<file path="config.mk">
export PLATFORM = sky130hd
export DESIGN_NAME = i2c_eeprom_seq
export DESIGN_NICKNAME = d
export VERILOG_FILES = /design/src/rtl/i2c_eeprom_seq.sv
export SDC_FILE = /design/constraint.sdc
export NUM_CORES = 1
export LEC_CHECK = 0
export ABC_AREA = 0
export BUFFER_PORTS_ARGS = -buffer_cell sky130_fd_sc_hd__clkbuf_2
export CORE_UTILIZATION = 43
export DETAILED_ROUTE_END_ITERATION = 8
export GPL_TIMING_DRIVEN = 1
export PLACE_DENSITY_LB_ADDON = 0.1
export SLEW_MARGIN = 20
export SYNTH_ARGS = -nofsm -noshare
export SYNTH_HDL_FRONTEND = slang
export SYNTH_SLANG_ARGS = --single-unit
</file>
<file path="constraint.sdc">
create_clock -name clk -period 2.7 [get_ports clk]
set_clock_uncertainty 0.2 [all_clocks]
set_input_delay 0.405 -clock clk [delete_from_list [all_inputs] [get_ports clk]]
set_output_delay 0.405 -clock clk [all_outputs]
set_load 0.01 [all_outputs]
</file>
<file path="src/rtl/i2c_eeprom_seq.sv">
// i2c_eeprom_seq
// Turns one random-access EEPROM byte command (write or read) into the
// register-write / status-poll sequence of the I2C master core, then
// reports read data together with NACK / timeout status.
module i2c_eeprom_seq #(
    parameter logic [15:0] PRESCALE = 16'd199,
    parameter logic [23:0] TIMEOUT  = 24'd1_000_000
) (
    input  logic       clk,
    input  logic       rst,
    input  logic       cmd_valid,
    output logic       cmd_ready,
    input  logic       cmd_rd,
    input  logic [6:0] cmd_dev,
    input  logic [7:0] cmd_mem,
    input  logic [7:0] cmd_wdata,
    output logic       rsp_valid,
    output logic [7:0] rsp_rdata,
    output logic       rsp_nack,
    output logic       rsp_tmo,
    output logic [2:0] reg_adr,
    output logic [7:0] reg_wdat,
    output logic       reg_we,
    input  logic [7:0] reg_rdat
);

    // Core register addresses
    localparam logic [2:0] ADR_PRERLO = 3'd0;
    localparam logic [2:0] ADR_PRERHI = 3'd1;
    localparam logic [2:0] ADR_CTR    = 3'd2;
    localparam logic [2:0] ADR_TXRX   = 3'd3;
    localparam logic [2:0] ADR_CRSR   = 3'd4;

    // Command register values
    localparam logic [7:0] CR_STA_WR  = 8'h90;
    localparam logic [7:0] CR_WR      = 8'h10;
    localparam logic [7:0] CR_STO_WR  = 8'h50;
    localparam logic [7:0] CR_RD_NACK = 8'h68;
    localparam logic [7:0] CR_STO     = 8'h40;
    localparam logic [7:0] CTR_EN     = 8'h80;

    // Each state names what is on the register bus during that cycle;
    // the bus registers are loaded on the transition into the state.
    typedef enum logic [3:0] {
        S_INIT0,
        S_INIT1,
        S_INIT2,
        S_INIT3,
        S_IDLE,
        S_TXR,
        S_CR,
        S_WAIT1,
        S_WAIT2,
        S_POLL,
        S_TMO_CR,
        S_RXR,
        S_DONE
    } state_t;

    state_t      state;
    logic        rd_q;
    logic [6:0]  dev_q;
    logic [7:0]  mem_q;
    logic [7:0]  wdata_q;
    logic [1:0]  step;
    logic        stopping;
    logic [23:0] tmo_cnt;

    // Byte loaded into TXR for a given byte step
    function automatic logic [7:0] txr_val(input logic [1:0] s);
        case (s)
            2'd0:    txr_val = {dev_q, 1'b0};
            2'd1:    txr_val = mem_q;
            default: txr_val = rd_q ? {dev_q, 1'b1} : wdata_q;
        endcase
    endfunction

    // Command written to CR for a given byte step
    function automatic logic [7:0] cr_val(input logic [1:0] s);
        case (s)
            2'd0:    cr_val = CR_STA_WR;
            2'd1:    cr_val = CR_WR;
            2'd2:    cr_val = rd_q ? CR_STA_WR : CR_STO_WR;
            default: cr_val = CR_RD_NACK;
        endcase
    endfunction

    // Sequencer FSM with registered bus and response outputs
    always_ff @(posedge clk or negedge rst) begin
        if (!rst) begin
            state     <= S_INIT0;
            cmd_ready <= 1'b0;
            rsp_valid <= 1'b0;
            rsp_rdata <= '0;
            rsp_nack  <= 1'b0;
            rsp_tmo   <= 1'b0;
            reg_we    <= 1'b0;
            reg_adr   <= '0;
            reg_wdat  <= '0;
            rd_q      <= 1'b0;
            dev_q     <= '0;
            mem_q     <= '0;
            wdata_q   <= '0;
            step      <= '0;
            stopping  <= 1'b0;
            tmo_cnt   <= '0;
        end else begin
            reg_we    <= 1'b0;
            reg_adr   <= ADR_CRSR;
            reg_wdat  <= '0;
            rsp_valid <= 1'b0;

            case (state)
                S_INIT0: begin
                    state    <= S_INIT1;
                    reg_we   <= 1'b1;
                    reg_adr  <= ADR_PRERLO;
                    reg_wdat <= PRESCALE[7:0];
                end
                S_INIT1: begin
                    state    <= S_INIT2;
                    reg_we   <= 1'b1;
                    reg_adr  <= ADR_PRERHI;
                    reg_wdat <= PRESCALE[15:8];
                end
                S_INIT2: begin
                    state    <= S_INIT3;
                    reg_we   <= 1'b1;
                    reg_adr  <= ADR_CTR;
                    reg_wdat <= CTR_EN;
                end
                S_INIT3: begin
                    state     <= S_IDLE;
                    cmd_ready <= 1'b1;
                end
                S_IDLE: begin
                    if (cmd_valid && cmd_ready) begin
                        cmd_ready <= 1'b0;
                        rd_q      <= cmd_rd;
                        dev_q     <= cmd_dev;
                        mem_q     <= cmd_mem;
                        wdata_q   <= cmd_wdata;
                        rsp_rdata <= '0;
                        rsp_nack  <= 1'b0;
                        rsp_tmo   <= 1'b0;
                        step      <= '0;
                        stopping  <= 1'b0;
                        state     <= S_TXR;
                        reg_we    <= 1'b1;
                        reg_adr   <= ADR_TXRX;
                        reg_wdat  <= {cmd_dev, 1'b0};
                    end
                end
                S_TXR: begin
                    state    <= S_CR;
                    reg_we   <= 1'b1;
                    reg_adr  <= ADR_CRSR;
                    reg_wdat <= cr_val(step);
                end
                S_CR: begin
                    state <= S_WAIT1;
                end
                S_WAIT1: begin
                    state <= S_WAIT2;
                end
                S_WAIT2: begin
                    state   <= S_POLL;
                    tmo_cnt <= '0;
                end
                S_POLL: begin
                    if (reg_rdat[1]) begin
                        if (tmo_cnt == TIMEOUT - 24'd1) begin
                            rsp_tmo  <= 1'b1;
                            state    <= S_TMO_CR;
                            reg_we   <= 1'b1;
                            reg_adr  <= ADR_CRSR;
                            reg_wdat <= CR_STO;
                        end else begin
                            tmo_cnt <= tmo_cnt + 24'd1;
                        end
                    end else if (stopping) begin
                        state     <= S_DONE;
                        rsp_valid <= 1'b1;
                    end else if (rd_q && step == 2'd3) begin
                        // master-NACKed read byte: RxACK is meaningless here
                        state   <= S_RXR;
                        reg_adr <= ADR_TXRX;
                    end else if (reg_rdat[7]) begin
                        // slave NACK: issue STOP, then one more poll before DONE
                        rsp_nack <= 1'b1;
                        stopping <= 1'b1;
                        state    <= S_CR;
                        reg_we   <= 1'b1;
                        reg_adr  <= ADR_CRSR;
                        reg_wdat <= CR_STO;
                    end else if (!rd_q && step == 2'd2) begin
                        state     <= S_DONE;
                        rsp_valid <= 1'b1;
                    end else begin
                        step <= step + 2'd1;
                        if (rd_q && step == 2'd2) begin
                            // read byte has no TXR load, go straight to CR
                            state    <= S_CR;
                            reg_we   <= 1'b1;
                            reg_adr  <= ADR_CRSR;
                            reg_wdat <= CR_RD_NACK;
                        end else begin
                            state    <= S_TXR;
                            reg_we   <= 1'b1;
                            reg_adr  <= ADR_TXRX;
                            reg_wdat <= txr_val(step + 2'd1);
                        end
                    end
                end
                S_TMO_CR: begin
                    state     <= S_DONE;
                    rsp_valid <= 1'b1;
                end
                S_RXR: begin
                    rsp_rdata <= reg_rdat;
                    state     <= S_DONE;
                    rsp_valid <= 1'b1;
                end
                S_DONE: begin
                    state     <= S_IDLE;
                    cmd_ready <= 1'b1;
                end
                default: begin
                    state <= S_INIT0;
                end
            endcase
        end
    end

endmodule
</file>
==> metrics.yaml <==
run_status:
  status: "completed"
logic_synthesis:
  synth-seq-cells: 79
  syn_area_per_cell_um2: 8.98
  synth_top_area_share_pct: 47.2
  synthesis.nets: 507
  async_reset_ff_share_pct: 100
  synth.top_cells.by_area: "dfrtp_1 (47%), nand2_1 (10%), a21oi_1 (4.2%)"
  yosysTopAreaCell: "dfrtp_1"
  yosys_warnings: 0
  synthFlopType: "dfrtp_1"
  yosysSeqAreaShare_pct: 47.2
  synth_edf_count: 0
  synthesis.area_um2: 4180
  postSynthCellCount: 466
  synth_cell_types: 58
floorplan:
  fp.dieW_um: 101
  dieArea_um2: 10100
  coreArea_um2: 9330
  ios: 59
  rows: 35
  die_h_um: 101
  start_util_pct: 44.9
critical_path:
  end_kind: "register"
  r2r-start: "state[1]"
  worstSetupStartpointType: "register"
  r2r_cells: 4
  crit_fanout: 14
  cp.required_ns: 2.77
  crit_arrival_ns: 2.46
  rr_endpoint: "tmo_cnt[18]"
  regToRegSetupSlack_ns: 0.31
  critPathKind: "reg2reg"
sta:
  slew_headroom_pct: 57.9
  fin_setup_tns_ns: 0
  grt_setup_unrepaired: "false"
  finalMaxSlewViolations: 0
  final.period_utilization_pct: 88.7
  hold_viol: 0
  worst-slew-pin-transition_ns: 0.626
  clock.fmax_mhz: 418
  setup_viol: 0
  fin_crit_ns: 2.39
  holdWs_ns: 0.0383
global_routing:
  first_global_vias: 3621
  grt_max_degree: 40
  grt-ovfl-total: 0
  grtUsageTotal_pct: 22.5
  antenna_found_initial: 0
  grt_pass1_wl_um: 17700
cts:
  cts_tree: "built"
  htreeDepth: 3
  clk_latency_ns: 0.35
  cts_sinks: 79
  cts.reportedPaths.clkPinSlew_ns: 0.08
  cts_buffer_depth: 2
  numCtsBuffers: 9
  root_buffer: "clkbuf_8"
min_path:
  min_path_type: "in2reg"
  hold_path.startpoint: "reg_rdat[5]"
  holdPathStages: 3
  whs_endpoint: "rsp_rdata[5]"
finish:
  final-seq-area_um2: 1980
  fin_nets: 563
  area_growth_pct: 16.8
  n_fill_cell: 913
  final_common_cell: "nand2_1"
  insertedDiodeCount: 0
  layout_common_cells: "nand2_1 (111), dfrtp_1 (79), clkbuf_2 (57)"
  multi_input_area_um2: 2050
  final_core_util_pct: 52.4
  drive_above_1_share_pct: 18.8
route:
  wl_met3_um: 375
  wire_per_inst_um: 15.9
  vias_per_cell: 5.59
  dr.max_layer_used: "met4"
  drc: 0
  met2WireLength_um: 4870
  postRouteAntennaNets: 0
  first_iter_violations: 154
  num_vias: 3669
  drtPass1Iterations: 5
  drt-total-wl_um: 10400
  wl_met1_um: 5070
power:
  peakVddDrop_mv: 0.405
  finalPower_uw: 4840
  p_per_area_nw_per_um2: 991
  p_leak_uw: 0.00228
place:
  dp_hpwl_um: 7490
  gp_congestion: 0.891
  numPortBuffers: 58
flow_run:
  maxCapViolCount: 0
[critical path: stages, from the launching register on]
cell and delay [ns]:
dfrtp_1 0.55, nor3b_4 0.31, nand4_1 0.44, or4_1 0.63, a21oi_1 0.17
[how the worst max path moves through the flow]
stage	start	end	slack [ns]
final	state[1]	tmo_cnt[18]	0.31
after global routing	state[1]	tmo_cnt[22]	0.13
after CTS	state[1]	tmo_cnt[18]	0.35
after detailed placement	state[1]	tmo_cnt[18]	0.37
after global placement	tmo_cnt[7]	reg_we	0.40
after floorplan	tmo_cnt[10]	tmo_cnt[0]	0.68
[logic make-up after synthesis]
group	Yosys count	synth area share, %
AND/OR/NAND/NOR	222	27.0
AO/OA/AOI/OAI	103	16.2
flip-flops	79	47.2
adder cells (fa/ha/maj)	6	1.79
buffers and inverters	40	3.86
multiplexers	16	3.86
[synth_stat cells, drive strengths merged (6+ instances only)]
cell type / number
a21oi: 36
a221oi: 8
buf: 9
clkbuf: 19
dfrtp: 79
ha: 6
inv: 12
mux2i: 15
nand2: 111
nand2b: 8
nand3: 21
nand4: 11
nor2: 15
nor3: 7
o21ai: 17
o31ai: 13
or2: 6
or4: 13
[routing by layer]
layer / track usage, % / up-vias
met5: 0 / -
met2: 35.4 / 97
met4: 6.69 / 0
met1: 32.5 / 1771
li1: - / 1791
met3: 2.98 / 10
[final cells by class]
cell class	count	share of cell area [%]
clock buffers	10	2.61
multi-input cells	347	41.9
inverters	12	0.922
repair buffers	73	8.60
clock inverters	6	2.23
flip-flops and latches	79	40.5
well taps	129	3.30
[where the power goes]
| part | total (µW) | leakage (µW) | internal [µW] | switching (µW) |
|---|---|---|---|---|
| Clock | 1060 | 0.000120 | 613 | 449 |
| Combinational | 1800 | 0.00114 | 768 | 1030 |
| Sequential | 1980 | 0.00103 | 1610 | 369 |
| Total | 4840 | 0.00228 | 2990 | 1850 |
[flip-flops by register name (all words and copies together) (netlist names), 2 cells and up]
register and cells:
wdata_q 8, step 2, dev_q 7, state 4, tmo_cnt 24, reg_adr 3, reg_wdat 8, mem_q 8
rsp_rdata 8
[through the flow]
step / worst slack (ns) / cell area [µm²] / cells
floorplan: 0.680 / 4180 / 466
global placement: 0.400 / 4640 / 639
detailed placement: 0.372 / 4640 / 639
CTS: 0.349 / 4890 / 656
global route: 0.128 / 4890 / 656
finish: 0.306 / 4890 / 656
[what timing repair did]
item	in CTS	in global routing
hold endpoints to repair	17	0
resized for setup	0	0
hold buffers	1	0
setup buffers	0	0
Power figures use the tool's default switching activity.
